[config.mk]
export PLATFORM = sky130hd
export DESIGN_NAME = duck_shot_ctrl
export DESIGN_NICKNAME = d
export VERILOG_FILES = /design/src/rtl/duck_pkg.sv /design/src/rtl/gun_input_cond.sv /design/src/rtl/duck_shot_ctrl.sv
export SDC_FILE = /design/constraint.sdc
export NUM_CORES = 1
export LEC_CHECK = 0
export ABC_AREA = 1
export BUFFER_PORTS_ARGS = -buffer_cell sky130_fd_sc_hd__buf_4
export CAP_MARGIN = 20
export CORE_ASPECT_RATIO = 1.4
export CORE_UTILIZATION = 61
export DETAILED_ROUTE_END_ITERATION = 7
export PLACE_DENSITY = 0.8
export SLEW_MARGIN = 10
export SYNTH_ARGS = -nofsm -noshare
export SYNTH_HDL_FRONTEND = slang
export SYNTH_HIERARCHICAL = 1
export SYNTH_SLANG_ARGS = --single-unit
[constraint.sdc]
create_clock -name clk -period 2.95 [get_ports clk]
set_input_delay 0.1475 -clock clk [delete_from_list [all_inputs] [get_ports clk]]
set_output_delay 0.1475 -clock clk [all_outputs]
set_load 0.05 [all_outputs]
[src/rtl/duck_pkg.sv]
// Shared types and helpers for the light-gun shot controller.
package duck_pkg;

  // Shot sequencing states.
  typedef enum logic [2:0] {
    IDLE,
    ARM,
    BLACK,
    WHITE,
    RESULT,
    COOLDOWN
  } shot_state_t;

  // Frame override requested from pattern_gen.
  typedef logic [1:0] flash_mode_t;

  localparam flash_mode_t FLASH_NORMAL = 2'd0;
  localparam flash_mode_t FLASH_BLACK  = 2'd1;
  localparam flash_mode_t FLASH_TARGET = 2'd2;

  // Width of a gun index; never narrower than one bit.
  function automatic int unsigned SHOOTER_W(input int unsigned n);
    return (n > 1) ? $clog2(n) : 1;
  endfunction

endpackage

[src/rtl/gun_input_cond.sv]
// One gun channel: 2-flop synchronisers on trigger and detect, trigger
// debounce, and a rising-edge pulse on the debounced trigger level.
module gun_input_cond #(
  parameter int unsigned DEBOUNCE_CYC = 16
) (
  input  logic clk,
  input  logic reset,
  input  logic trigger,
  input  logic detect,
  output logic trig_rise,
  output logic detect_sync
);

  localparam int unsigned CntW = $clog2(DEBOUNCE_CYC + 1);

  logic [1:0]      trig_sync_q;
  logic [1:0]      det_sync_q;
  logic            trig_deb_q, trig_deb_d;
  logic [CntW-1:0] cnt_q, cnt_d;
  logic            rise_q, rise_d;

  // Count consecutive synchronised samples that disagree with the debounced
  // level; flip the level once DEBOUNCE_CYC of them have been seen in a row.
  always_comb begin
    cnt_d      = cnt_q;
    trig_deb_d = trig_deb_q;
    rise_d     = 1'b0;
    if (trig_sync_q[1] == trig_deb_q) begin
      cnt_d = '0;
    end else if (cnt_q == CntW'(DEBOUNCE_CYC - 1)) begin
      cnt_d      = '0;
      trig_deb_d = trig_sync_q[1];
      rise_d     = trig_sync_q[1];
    end else begin
      cnt_d = cnt_q + CntW'(1);
    end
  end

  // Synchroniser, debounce and edge registers.
  always_ff @(posedge clk or negedge reset) begin
    if (!reset) begin
      trig_sync_q <= '0;
      det_sync_q  <= '0;
      trig_deb_q  <= 1'b0;
      cnt_q       <= '0;
      rise_q      <= 1'b0;
    end else begin
      trig_sync_q <= {trig_sync_q[0], trigger};
      det_sync_q  <= {det_sync_q[0], detect};
      trig_deb_q  <= trig_deb_d;
      cnt_q       <= cnt_d;
      rise_q      <= rise_d;
    end
  end

  assign trig_rise   = rise_q;
  assign detect_sync = det_sync_q[1];

endmodule

[src/rtl/duck_shot_ctrl.sv]
// Multi-player light-gun shot controller: conditions the gun pins, grants
// shots round-robin, sequences the flash frames and keeps per-player scores.
// Optional macro DUCK_AMBIENT_CHECK_EN adds a black frame before the target
// frame; light seen there marks the shot as a cheat and forces a miss.
module duck_shot_ctrl
  import duck_pkg::*;
#(
  parameter int unsigned NUM_GUNS        = 2,
  parameter int unsigned SCORE_W         = 4,
  parameter int unsigned DEBOUNCE_CYC    = 16,
  parameter int unsigned FLASH_FRAMES    = 1,
  parameter int unsigned COOLDOWN_FRAMES = 2
) (
  input  logic                             clk,
  input  logic                             reset,
  input  logic                             frame_start,
  input  logic                             valid,
  input  logic [NUM_GUNS-1:0]              trigger,
  input  logic [NUM_GUNS-1:0]              detect,
  output logic [1:0]                       flash_mode,
  output logic [SHOOTER_W(NUM_GUNS)-1:0]   shooter,
  output logic                             busy,
  output logic                             hit,
  output logic                             miss,
  output logic [NUM_GUNS*SCORE_W-1:0]      score
);

  localparam int unsigned SW      = SHOOTER_W(NUM_GUNS);
  localparam int unsigned FRM_MAX = (FLASH_FRAMES > COOLDOWN_FRAMES) ? FLASH_FRAMES
                                                                     : COOLDOWN_FRAMES;
  localparam int unsigned FW      = (FRM_MAX > 1) ? $clog2(FRM_MAX) : 1;
  localparam logic [SCORE_W-1:0] SCORE_MAX = '1;

  logic [NUM_GUNS-1:0] trig_rise;
  logic [NUM_GUNS-1:0] det_sync;

  for (genvar g = 0; g < NUM_GUNS; g++) begin : g_gun
    gun_input_cond #(
      .DEBOUNCE_CYC(DEBOUNCE_CYC)
    ) u_cond (
      .clk        (clk),
      .reset      (reset),
      .trigger    (trigger[g]),
      .detect     (detect[g]),
      .trig_rise  (trig_rise[g]),
      .detect_sync(det_sync[g])
    );
  end

  shot_state_t               state_q, state_d;
  logic [NUM_GUNS-1:0]       pending_q, pending_d;
  logic [SW-1:0]             rr_q, rr_d;
  logic [SW-1:0]             shooter_q, shooter_d;
  logic [FW-1:0]             frm_q, frm_d;
  logic                      hit_seen_q, hit_seen_d;
  logic [NUM_GUNS*SCORE_W-1:0] score_q, score_d;

`ifdef DUCK_AMBIENT_CHECK_EN
  logic cheat_q, cheat_d;

  // Ambient-light flag raised during the black frame.
  always_ff @(posedge clk or negedge reset) begin
    if (!reset) begin
      cheat_q <= 1'b0;
    end else begin
      cheat_q <= cheat_d;
    end
  end
`else
  logic cheat_q;
  assign cheat_q = 1'b0;
`endif

  // Round-robin pick: lowest pending index at or above rr_q, else lowest overall.
  logic [SW-1:0] winner, win_hi, win_any;
  logic          found_hi;
  always_comb begin
    win_hi   = '0;
    win_any  = '0;
    found_hi = 1'b0;
    for (int i = int'(NUM_GUNS) - 1; i >= 0; i--) begin
      if (pending_q[i]) begin
        win_any = SW'(i);
        if (i >= int'(rr_q)) begin
          win_hi   = SW'(i);
          found_hi = 1'b1;
        end
      end
    end
    winner = found_hi ? win_hi : win_any;
  end

  logic det_cur;
  logic verdict_hit;
  assign det_cur = det_sync[shooter_q] & valid;

  // Next-state, flash selection and verdict decode.
  always_comb begin
    state_d     = state_q;
    pending_d   = pending_q;
    rr_d        = rr_q;
    shooter_d   = shooter_q;
    frm_d       = frm_q;
    hit_seen_d  = hit_seen_q;
    score_d     = score_q;
    flash_mode  = FLASH_NORMAL;
    verdict_hit = 1'b0;
    hit         = 1'b0;
    miss        = 1'b0;
`ifdef DUCK_AMBIENT_CHECK_EN
    cheat_d     = cheat_q;
`endif
    unique case (state_q)
      IDLE: begin
        pending_d = pending_q | trig_rise;
        if (|pending_q) begin
          // Edges arriving in the grant cycle are dropped with the rest.
          shooter_d = winner;
          rr_d      = (winner == SW'(NUM_GUNS - 1)) ? '0 : winner + SW'(1);
          pending_d = '0;
          state_d   = ARM;
        end
      end
      ARM: begin
        if (frame_start) begin
          frm_d = '0;
`ifdef DUCK_AMBIENT_CHECK_EN
          state_d = BLACK;
`else
          state_d = WHITE;
`endif
        end
      end
      BLACK: begin
        flash_mode = FLASH_BLACK;
`ifdef DUCK_AMBIENT_CHECK_EN
        if (det_cur) cheat_d = 1'b1;
`endif
        if (frame_start) state_d = WHITE;
      end
      WHITE: begin
        flash_mode = FLASH_TARGET;
        if (det_cur) hit_seen_d = 1'b1;
        if (frame_start) begin
          if (frm_q == FW'(FLASH_FRAMES - 1)) begin
            frm_d   = '0;
            state_d = RESULT;
          end else begin
            frm_d = frm_q + FW'(1);
          end
        end
      end
      RESULT: begin
        verdict_hit = hit_seen_q & ~cheat_q;
        hit         = verdict_hit;
        miss        = ~verdict_hit;
        if (verdict_hit) begin
          for (int p = 0; p < int'(NUM_GUNS); p++) begin
            if (shooter_q == SW'(p) && score_q[p*SCORE_W +: SCORE_W] != SCORE_MAX) begin
              score_d[p*SCORE_W +: SCORE_W] = score_q[p*SCORE_W +: SCORE_W] + SCORE_W'(1);
            end
          end
        end
        hit_seen_d = 1'b0;
`ifdef DUCK_AMBIENT_CHECK_EN
        cheat_d    = 1'b0;
`endif
        frm_d      = '0;
        state_d    = COOLDOWN;
      end
      COOLDOWN: begin
        if (COOLDOWN_FRAMES == 0) begin
          state_d = IDLE;
        end else if (frame_start) begin
          if (frm_q == FW'(COOLDOWN_FRAMES - 1)) begin
            frm_d   = '0;
            state_d = IDLE;
          end else begin
            frm_d = frm_q + FW'(1);
          end
        end
      end
      default: state_d = IDLE;
    endcase
  end

  // Controller state registers.
  always_ff @(posedge clk or negedge reset) begin
    if (!reset) begin
      state_q    <= IDLE;
      pending_q  <= '0;
      rr_q       <= '0;
      shooter_q  <= '0;
      frm_q      <= '0;
      hit_seen_q <= 1'b0;
      score_q    <= '0;
    end else begin
      state_q    <= state_d;
      pending_q  <= pending_d;
      rr_q       <= rr_d;
      shooter_q  <= shooter_d;
      frm_q      <= frm_d;
      hit_seen_q <= hit_seen_d;
      score_q    <= score_d;
    end
  end

  assign busy    = (state_q != IDLE);
  assign shooter = shooter_q;
  assign score   = score_q;

endmodule

==> Word-level counts from Yosys, hierarchy flattened <==
Index checks and enable logic that the tools add are counted.
{ "classes": {"add_sub_neg": 6, "n_mul": 0, "div": 0, "magnitude_cmp": 2, "n_eq_ne": 19, "n_shift": 0, "n_mux": 37, "bitwise_logic": 6, "reduce_logical": 16} }
{ "op_table": {"columns": ["op", "count"], "rows": [
  ["1-bit two-way mux", 22],
  ["5-bit two-way mux", 4],
  ["3-bit two-way mux", 6],
  ["3-bit case mux with 5 select lines", 1],
  ["2-bit inequality test (second input constant)", 7],
  ["5-bit by 1-bit adder with 5-bit output (second input constant)", 2],
  ["5-bit by 4-bit equality test with 1-bit output (second input constant)", 2],
  ["4-bit by 1-bit adder with 4-bit output (second input constant)", 2],
  ["4-bit inequality test (second input constant)", 2],
  ["2-bit AND reduction", 4],
  ["3-bit by 2-bit equality test with 1-bit output (second input constant)", 2],
  ["3-bit equality test (second input constant)", 2],
  ["3-bit AND reduction", 2],
  ["6-bit AND reduction", 1],
  ["1-bit NOT", 4],
  ["1-bit case mux with 4 select lines", 1],
  ["2-bit case mux with 2 select lines", 1],
  ["4-bit AND reduction", 1],
  ["4-bit nonzero test", 1],
  ["2-bit OR reduction", 2],
  ["3-bit by 1-bit equality test with 1-bit output (second input constant)", 1],
  ["3-bit zero test", 1],
  ["3-bit nonzero test", 1],
  ["1-bit adder (second input constant)", 2],
  ["other kinds (10)", 12]
]} }
{ "totals": {"ff_bits": 39, "latchBits": 0, "ram_bits": 0, "romBits": 0, "input_bits": 8, "output_inout_bits": 14, "memories": 0} }

==> Depth between registers and ports, before layout <==
Gate-level depths: netlist (run 1).
{ "depth": {"ltp_word": 6, "mapped_depth": 8, "ltp_nobuf": 8} }

==> Modules after synthesis <==
Netlist (run 1), hierarchy kept.
{ "by_module_without_submodules": {"columns": ["mod", "n_inst", "cells_per_inst", "area_per_inst_um2", "seq_area_each_um2"], "rows": [
  ["duck_shot_ctrl", 1, 122, 958.4, 425.4],
  ["gun_input_cond", 2, 40, 405.4, 275.3]
]} }

==> Worst setup path before layout (run 1) <==
No wires, ideal clock.
{ "synth_timing": {"path_type": "register to output", "start": "reg state_q[2]", "end": "out flash_mode[0]", "arrival_ps": 1550, "t_required_ps": 2803, "setup_slack_ps": 1252, "stages_incl_launch_ff": 2, "cell_sequence": "dfrtp_1 nor3_1"} }
{ "synth_between": {"elab_chain_cells": 2, "elab_cells_between_ends": 3, "cone_classes": "eq/ne: 2; mux: 1"} }
{ "synth_rtl": {"columns": ["element", "line", "source"], "rows": [
  ["from (decl)", "duck_shot_ctrl.sv:50", "shot_state_t state_q, state_d;"],
  ["from (signal assigned)", "duck_shot_ctrl.sv:198", "state_q <= state_d;"],
  ["3-bit by 2-bit equality test with 1-bit output", "duck_shot_ctrl.sv:113", "unique case (state_q)"],
  ["2-bit case mux with 2 select lines (*)", "duck_shot_ctrl.sv:113", null],
  ["to (decl)", "duck_shot_ctrl.sv:20", "output logic [1:0] flash_mode,"]
]} }
Every way passes the cells marked *; elsewhere a longest branch is shown, timed or not.

==> Final worst setup path (run 1) <==
{ "layout_timing": {"start": "reg state_q[0]", "end": "out hit"} }
{ "layout_between": {"elab_chain_cells": 2} }
{ "layout_rtl": {"columns": ["element", "line", "source"], "rows": [
  ["3-bit equality test", "duck_shot_ctrl.sv:113", null],
  ["1-bit two-way mux", "duck_shot_ctrl.sv:113", null],
  ["to (decl)", "duck_shot_ctrl.sv:23", "output logic hit,"]
]} }
No other way between the ends.

==> run summary, run 1 <==
Run status
• status: finished, final reports clean

Logic synthesis
• top cells by area in the synthesized netlist: sky130_fd_sc_hd__dfrtp_1, sky130_fd_sc_hd__nand2_1, sky130_fd_sc_hd__nor2_1, sky130_fd_sc_hd__inv_1, sky130_fd_sc_hd__nand3_1
• mean post-synth cell area: 8.76 µm²
• synthesized instance count: 202
• warning count from the yosys run: 6
• synthesized netlist net count: 214
• Yosys top cell area share: 55.2%
• post-synthesis instance area: 1770 µm²
• number of distinct library cells after synthesis: 21
• Synth Register Bits: 39
• sequential area share after synthesis: 55.2%
• cell taking the most area after synthesis: sky130_fd_sc_hd__dfrtp_1

STA
• setup tns final: 0 ns
• fin. max-slew vios: 0
• slew at the pin closest to its max-slew limit: 0.472 ns
• Period minus WS final: 1.60 ns
• Highest Clock Rate: 0.626 GHz
• unrepaired setup endpoints after global routing: false
• count of final hold-check violations: 0
• Clock Skew: 0.00618 ns
• final clock period utilization by the worst path: 54.2%
• Relative slew margins: 68.5%
• final worst setup slack: 1.35 ns
• setup violators final: 0

CTS
• clock tree from TritonCTS: built
• clock sink total: 39
• total clock buffers created by CTS: 5
• clk slew on worst S/H paths: 0.11 ns
• clock root buffer: sky130_fd_sc_hd__clkbuf_4
• number of H-tree levels: 2
• worst skew pair latency: 0.33 ns
• Max clock buf depth: 2

Global routing
• antenna violations before repair: 0
• global-route wire length before repair: 4840 µm
• global router's overall resource usage: 22.3%
• via count of the first global-routing pass: 1,273
• Remaining Overflow, GRT: 0
• maximum number of pins on one net before global-route repair: 40

Floorplanning
• Top Ports: 22
• count of standard-cell rows: 22
• overall die area: 3120 µm²
• Initial Util: 65.6%
• Placeable Area: 2700 µm²
• Die W: 47.5 µm
• die height: 65.7 µm

Critical path
• most common cell type on the critical path: sky130_fd_sc_hd__nor2_1
• Critical Path Source Type: register
• kind of end point of the critical path: output port
• Crit path max-delay family: flip-flops
• peak fanout along the critical path: 5
• CP max stage cell: sky130_fd_sc_hd__dfrtp_1
• stage delay of the slowest cell on the critical path: 0.46 ns
• Req. time, crit path: 2.80 ns
• start-to-end type of the worst setup path: register to output port
• Critical Path, Cell by Cell: nor2_1 > nand2_1 > nor2_1 > buf_4
• crit path DAT: 1.45 ns
• crit path buf inv count: 1

Pwr
• largest vdd supply drop: 0.429 mV
• share of power burned in the clock network: 20.6%
• switching power summed over all nets: 547 µW
• combinational share of power: 33.3%
• static leakage: 0.00113 µW
• switching part of the total: 38.4%
• areal power density over the cells: 681 nW/µm²
• Sequential Power Share: 46.1%
• cell-internal power: 877 µW

Cells and area
• layout cell share with drive strength beyond 1: 16.9%
• fill cell instance count of the final layout: 210
• most common cell after layout, fill and taps aside: sky130_fd_sc_hd__nand2_1
• post-route standard cell area excluding fillers: 2090 µm²
• Diodes inserted: 0
• Final Core Density: 77.5%
• Area Growth Syn to Fin: 18.2%
• area of the multi-input gates: 696 µm²
• non-filler instance count after layout: 272
• area used by sequential logic in the layout: 976 µm²
• most frequent cells in the layout: sky130_fd_sc_hd__nand2_1, sky130_fd_sc_hd__dfrtp_1, sky130_fd_sc_hd__nor2_1
• Final nets: 247

Place
• final estimated routing congestion in global placement: 0.714
• worst slack after detailed placement: 1.62 ns
• Port-buffer cells: 21
• final HPWL from detailed placement: 2200 µm
• Post-Place Cells: 259
• area post-placement: 1970 µm²

Route
• per-cell routed wire length: 10.7 µm
• count of vias placed by the detailed router: 1,375
• number of detailed-route iterations in the first pass: 5
• post-route ant nets: 0
• wirelength, routed: 2910 µm
• DRC violations left: 0
• via-per-instance ratio: 5.06
• initial drt markers: 20

Worst hold path
• worst min path class: input port to register

Job
• max_cap viols: 0

-- synthesized netlist by cell type --
master	n
sky130_fd_sc_hd__o21ai_0	2
sky130_fd_sc_hd__nor2_8	2
sky130_fd_sc_hd__inv_2	6
sky130_fd_sc_hd__o21a_1	2
sky130_fd_sc_hd__nor3_2	1
sky130_fd_sc_hd__dfrtp_1	39
sky130_fd_sc_hd__xnor2_1	2
sky130_fd_sc_hd__nor2_1	24
sky130_fd_sc_hd__xor2_1	4
sky130_fd_sc_hd__nand2_1	63
sky130_fd_sc_hd__nand2_4	1
sky130_fd_sc_hd__nand4_1	5
sky130_fd_sc_hd__o21bai_1	2
sky130_fd_sc_hd__ha_1	4
sky130_fd_sc_hd__nand3_1	13
sky130_fd_sc_hd__o21ai_1	8
sky130_fd_sc_hd__nand2_2	1
sky130_fd_sc_hd__nor3_1	1
sky130_fd_sc_hd__nor2_4	1
sky130_fd_sc_hd__inv_1	20
sky130_fd_sc_hd__or2_1	1
-- worst reg2reg max path, cell delays in order (launching register included) --
cell and delay, ns:
sky130_fd_sc_hd__dfrtp_1 0.44, sky130_fd_sc_hd__ha_1 0.25, sky130_fd_sc_hd__nand3_1 0.10, sky130_fd_sc_hd__nand2_1 0.13
sky130_fd_sc_hd__nor2_8 0.17, sky130_fd_sc_hd__inv_2 0.06, sky130_fd_sc_hd__nand2_1 0.06, sky130_fd_sc_hd__nand2_1 0.05
-- metrics by stage --
stage	hold slack [ns]	total power, µW
3_3_place_gp	0.130	1120
6_report	0.0643	1420
3_5_place_dp	0.140	1140
2_1_floorplan	-0.148	1010
4_1_cts	0.0478	1450
5_1_grt	0.0615	1520
-- cells by family (layout without fill, tap and decap cells) --
kind of cell / Yosys count / after routing / synth area share [%]
buf+inv: 26 / 60 / 5.52
fa+ha+maj: 4 / 4 / 2.83
xor+xnor: 6 / 6 / 2.97
flops: 39 / 39 / 55.2
compound gates: 14 / 14 / 4.53
simple gates: 113 / 113 / 29.0
-- area by class of cell --
type | instances | share of cell area [%]
well taps | 36 | 2.15
flip-flops and latches | 39 | 46.7
repair buffers | 26 | 9.93
multi-input cells | 137 | 33.3
clock buffers | 8 | 3.29
inverters | 26 | 4.67
-- worst paths after layout --
path	slack, ns	to	cells after the start	from
min in group asynchronous	0.30	score[5]	2	reset
hold / removal	0.06	hit_seen_q	3	valid
hold reg to reg	0.35	g_gun[1].u_cond/det_sync_q[1]	0	g_gun[1].u_cond/det_sync_q[0]
setup reg to reg	1.61	score[4]	7	score[4]
max in group asynchronous	2.31	g_gun[0].u_cond/cnt_q[0]	2	reset
setup / recovery	1.35	hit	4	state_q[0]
-- power groups by stage --
stage | Sequential, µW | Clock (µW) | Combinational, µW
2_1_floorplan | 702 | 0 | 307
3_3_place_gp | 663 | 0 | 458
3_5_place_dp | 667 | 0 | 473
4_1_cts | 656 | 310 | 479
5_1_grt | 664 | 333 | 524
6_report | 656 | 294 | 474
-- per-layer routing --
layer / global-route usage (%) / wire, µm
met5: 0 / 0
met4: 8.57 / 55
met3: 6.87 / 107
met2: 39.4 / 1550
met1: 23.1 / 1190
-- flip-flops by register name, summed over array words and instances (netlist names) --
register / flops
g_gun.u_cond/trig_rise: 2
g_gun.u_cond/cnt_q: 10
g_gun.u_cond/trig_deb_q: 2
hit_seen_q: 1
frm_q: 1
pending_q: 2
score: 8
state_q: 3
rr_q: 1
g_gun.u_cond/trig_sync_q: 4
shooter: 1
g_gun.u_cond/det_sync_q: 4
-- what timing repair did --
item / 4_1_cts / 5_1_grt
hold buffers: 5 / 0
resized for setup: 0 / 0
hold endpoints to repair: 43 / 0
buffers inserted: 0 / 0
Note: power is estimated with default switching activity, not from simulation.
==> run 2: changes to the inputs <==
--- a/config.mk
+++ b/config.mk
@@ -5,13 +5,13 @@
 export SDC_FILE = /design/constraint.sdc
 export NUM_CORES = 1
 export LEC_CHECK = 0
-export ABC_AREA = 1
+export ABC_AREA = 0
 export BUFFER_PORTS_ARGS = -buffer_cell sky130_fd_sc_hd__buf_4
 export CAP_MARGIN = 20
 export CORE_ASPECT_RATIO = 1.4
-export CORE_UTILIZATION = 61
+export CORE_UTILIZATION = 50
 export DETAILED_ROUTE_END_ITERATION = 7
-export PLACE_DENSITY = 0.8
+export PLACE_DENSITY = 0.7
 export SLEW_MARGIN = 10
 export SYNTH_ARGS = -nofsm -noshare
 export SYNTH_HDL_FRONTEND = slang
==> constraint.sdc (replaced) <==
create_clock -name clk -period 1.45 [get_ports clk]
set_input_delay 0.0725 -clock clk [delete_from_list [all_inputs] [get_ports clk]]
set_output_delay 0.0725 -clock clk [all_outputs]
set_load 0.05 [all_outputs]
==> run 2 against run 1 <==
Against the previous run:
- core utilization shrank 11 points
- wire length down 2.2%
- sequential power up 100%
- sequential share of layout area increased by 0.70 points
- largest cell class unchanged
- largest power group unchanged
==> run summary, run 2 <==
Floorplanning
• count of standard-cell rows: 24, was 22
• Placeable Area: 3120 µm², was 2700 µm²
• Die W: 50.6 µm, was 47.5 µm
• overall die area: 3540 µm², was 3120 µm²
• Top Ports: 22, unchanged
• Initial Util: 52.9%, was 65.6%
• die height: 70 µm, was 65.7 µm

Critical path
• Critical Path, Cell by Cell: and4bb_2 > buf_4, was nor2_1 > nand2_1 > nor2_1 > buf_4
• start-to-end type of the worst setup path: register to output port, unchanged
• Critical Path Source Type: register, unchanged
• launch instance of the worst register-to-register path: score[0], was score[4]
• Req. time, crit path: 1.38 ns, was 2.80 ns
• terminus of the critical flop-to-flop path: score[1], was score[4]
• crit path DAT: 1.34 ns, was 1.45 ns
• stage delay of the slowest cell on the critical path: 0.43 ns, was 0.46 ns
• Reg2Reg Setup Slack: 0.06 ns, was 1.61 ns
• CP max stage cell: sky130_fd_sc_hd__and4bb_2, was sky130_fd_sc_hd__dfrtp_1
• kind of end point of the critical path: output port, unchanged
• number of cell instances on the worst register-to-register path: 4, was 7
• peak fanout along the critical path: 7, was 5

Pwr
• switching power summed over all nets: 1130 µW, was 547 µW
• combinational share of power: 37.7%, was 33.3%
• cell-internal power: 2050 µW, was 877 µW
• areal power density over the cells: 1530 nW/µm², was 681 nW/µm²
• share of power burned in the clock network: 20.9%, was 20.6%
• static leakage: 0.000997 µW, was 0.00113 µW
• switching part of the total: 35.5%, was 38.4%
• Sequential Power Share: 41.4%, was 46.1%
• largest vdd supply drop: 1.19 mV, was 0.429 mV

STA
• Period minus WS final: 1.41 ns
• slew at the pin closest to its max-slew limit: 0.473 ns, was 0.472 ns
• setup violators final: 0, unchanged
• count of final hold-check violations: 0, unchanged
• final clock period utilization by the worst path: 97.1%
• final worst setup slack: 0.0419 ns, was 1.35 ns
• Clock Skew: 0.00784 ns, was 0.00618 ns
• Relative slew margins: 68.5%, about the same
• Fin Hold WS: 0.0930 ns, was 0.0643 ns
• unrepaired setup endpoints after global routing: true, was false
• fin. max-slew vios: 0, unchanged
• Highest Clock Rate: 0.710 GHz

Logic synthesis
• cell taking the most area after synthesis: sky130_fd_sc_hd__dfrtp_1, unchanged
• Main synth FF type: sky130_fd_sc_hd__dfrtp_1, unchanged
• number of distinct library cells after synthesis: 30, was 21
• top cells by area in the synthesized netlist: sky130_fd_sc_hd__dfrtp_1, sky130_fd_sc_hd__xnor2_1, sky130_fd_sc_hd__xor2_1, sky130_fd_sc_hd__ha_1, sky130_fd_sc_hd__and2_1, was sky130_fd_sc_hd__dfrtp_1, sky130_fd_sc_hd__nand2_1, sky130_fd_sc_hd__nor2_1, sky130_fd_sc_hd__inv_1, sky130_fd_sc_hd__nand3_1
• sequential area share after synthesis: 59.1%, was 55.2%
• warning count from the yosys run: 6, unchanged
• EDFF count, synth: 0, unchanged
• mean post-synth cell area: 12.1 µm², was 8.76 µm²
• Yosys top cell area share: 59.1%, was 55.2%
• Synth Register Bits: 39, unchanged
• synthesized netlist net count: 149, was 214
• async set-reset flop share out of synthesis: 100%, unchanged
• top cells by count, synth: sky130_fd_sc_hd__dfrtp_1, sky130_fd_sc_hd__nor2_1, sky130_fd_sc_hd__nand3_1, was sky130_fd_sc_hd__nand2_1, sky130_fd_sc_hd__dfrtp_1, sky130_fd_sc_hd__nor2_1
• dominant cell by count in the synthesized netlist: sky130_fd_sc_hd__dfrtp_1, was sky130_fd_sc_hd__nand2_1
• synthesized instance count: 137, was 202
• post-synthesis instance area: 1650 µm², was 1770 µm²

Route
• per-cell routed wire length: 13.3 µm, was 10.7 µm
• wirelength, routed: 2840 µm, was 2910 µm
• count of vias placed by the detailed router: 1,118, was 1,375
• DRC violations left: 0, unchanged
• via-per-instance ratio: 5.25, was 5.06
• initial drt markers: 26, was 20
• post-route ant nets: 0, unchanged
• number of detailed-route iterations in the first pass: 4, was 5

Cells and area
• most frequent cells in the layout: sky130_fd_sc_hd__dfrtp_1, sky130_fd_sc_hd__buf_4, sky130_fd_sc_hd__nor2_1, was sky130_fd_sc_hd__nand2_1, sky130_fd_sc_hd__dfrtp_1, sky130_fd_sc_hd__nor2_1
• flip-flop count of the largest register after layout: 10, unchanged
• Diodes inserted: 0, unchanged
• Area Growth Syn to Fin: 25.7%, was 18.2%
• fill cell instance count of the final layout: 244, was 210
• Final nets: 185, was 247
• area used by sequential logic in the layout: 983 µm², was 976 µm²
• Biggest register: g_gun.u_cond/cnt_q, unchanged
• area of the multi-input gates: 677 µm², was 696 µm²
• layout cell share with drive strength beyond 1: 31.0%, was 16.9%
• most common cell after layout, fill and taps aside: sky130_fd_sc_hd__dfrtp_1, was sky130_fd_sc_hd__nand2_1

Global routing
• Remaining Overflow, GRT: 0, unchanged
• global-route wire length before repair: 5230 µm, was 4840 µm
• via count of the first global-routing pass: 1,173, was 1,273
• antenna violations before repair: 0, unchanged
• global router's overall resource usage: 19.8%, was 22.3%
• maximum number of pins on one net before global-route repair: 40, unchanged

Worst hold path
• instance count along the most critical hold path: 3, unchanged
• source of the worst hold timing path: valid, unchanged
• endpoint of the worst hold-timing path: hit_seen_q, unchanged
• worst min path class: input port to register, unchanged

CTS
• clock root buffer: sky130_fd_sc_hd__clkbuf_8, was sky130_fd_sc_hd__clkbuf_4
• Max clock buf depth: 2, unchanged
• clock tree from TritonCTS: built, unchanged
• clk slew on worst S/H paths: 0.07 ns, was 0.11 ns
• clock sink total: 39, unchanged
• total clock buffers created by CTS: 5, unchanged
• number of H-tree levels: 2, unchanged
• worst skew pair latency: 0.28 ns, was 0.33 ns

Job
• max_cap viols: 0, unchanged

Place
• final estimated routing congestion in global placement: 0.763, was 0.714
• Port-buffer cells: 21, unchanged
• worst slack after detailed placement: 0.0431 ns, was 1.62 ns
• final HPWL from detailed placement: 2090 µm, was 2200 µm

Run status
• status: finished, final reports clean, unchanged

[run 2: changes by cell type in the layout (fill, tap and decap cells not counted), sizes merged, moves of 6 or more]
cell	previous run	this run
and2	0	6
buf	21	27
inv	26	5
nand2	65	7
nor2	27	10
nor2b	0	6
[run 2: cell families after synthesis]
group                    Yosys count  share of synthesized area, %
flip-flops                        39                          59.1
AND/OR/NAND/NOR                   52                          18.9
AO/OA/AOI/OAI                     17                          5.91
adder cells (fa/ha/maj)            4                          3.03
buffers and inverters              8                          2.80
multiplexers                       5                          3.86
XOR/XNOR                          12                          6.36
[run 2: what timing repair did]
| item | in CTS | in global routing |
|---|---|---|
| hold buffers | 5 | 0 |
| hold endpoints to repair | 43 | 0 |
| endpoints found under the setup margin | 4 | 4 |
| pin swaps | 1 | 1 |
| gates resized for setup | 4 | 5 |
| setup buffers | 0 | 1 |
[run 2: worst max path at each step]
stage / startpoint / to / slack [ns] / cells after the start
after floorplan: state_q[1] / score[5] / 0.004 / 5
after global placement: state_q[0] / score[1] / 0.10 / 3
after detailed placement: state_q[0] / score[1] / 0.04 / 3
after CTS: state_q[2] / busy / -0.02 / 4
after global routing: state_q[1] / hit / -0.01 / 2
final: state_q[1] / hit / 0.04 / 2
[run 2: cell type report]
| cell class | count | area share, % |
|---|---|---|
| clock buffers | 8 | 3.86 |
| well taps | 39 | 2.35 |
| flip-flops and latches | 39 | 47.4 |
| repair buffers | 32 | 12.9 |
| multi-input cells | 90 | 32.6 |
| inverters | 5 | 0.904 |
[run 2: power groups by stage]
stage / logic [µW] / clock network (µW) / registers, µW
3_5_place_dp: 1080 / 0 / 1330
4_1_cts: 1130 / 692 / 1310
3_3_place_gp: 1050 / 0 / 1320
2_1_floorplan: 660 / 0 / 1430
6_report: 1200 / 662 / 1320
5_1_grt: 1300 / 743 / 1330
[run 2: critical path: cells and delay by family (launching register included)]
family	cells	cell delay, ns
flops	1	0.39
buf+inv	1	0.24
simple gates	1	0.43
[run 2: per-stage QoR]
stage	total power (µW)	setup TNS, ns	util (%)	std cells	instance area (µm²)
6_report	3170	0	66.5	213	2080
5_1_grt	3370	-0.00979	66.5	213	2080
4_1_cts	3130	-0.0163	65.6	212	2050
3_5_place_dp	2410	0	61.1	199	1910
3_3_place_gp	2370	0	61.1	199	1910
2_1_floorplan	2090	0	-	137	1690
[run 2: layer usage]
metal	GRT usage, %	vias to the layer above	part of all wire, %
met4	4.63	0	0.35
met1	24.0	553	41
met2	33.6	17	56
met3	6.54	2	2.6
li1	-	546	-
met5	0	-	0
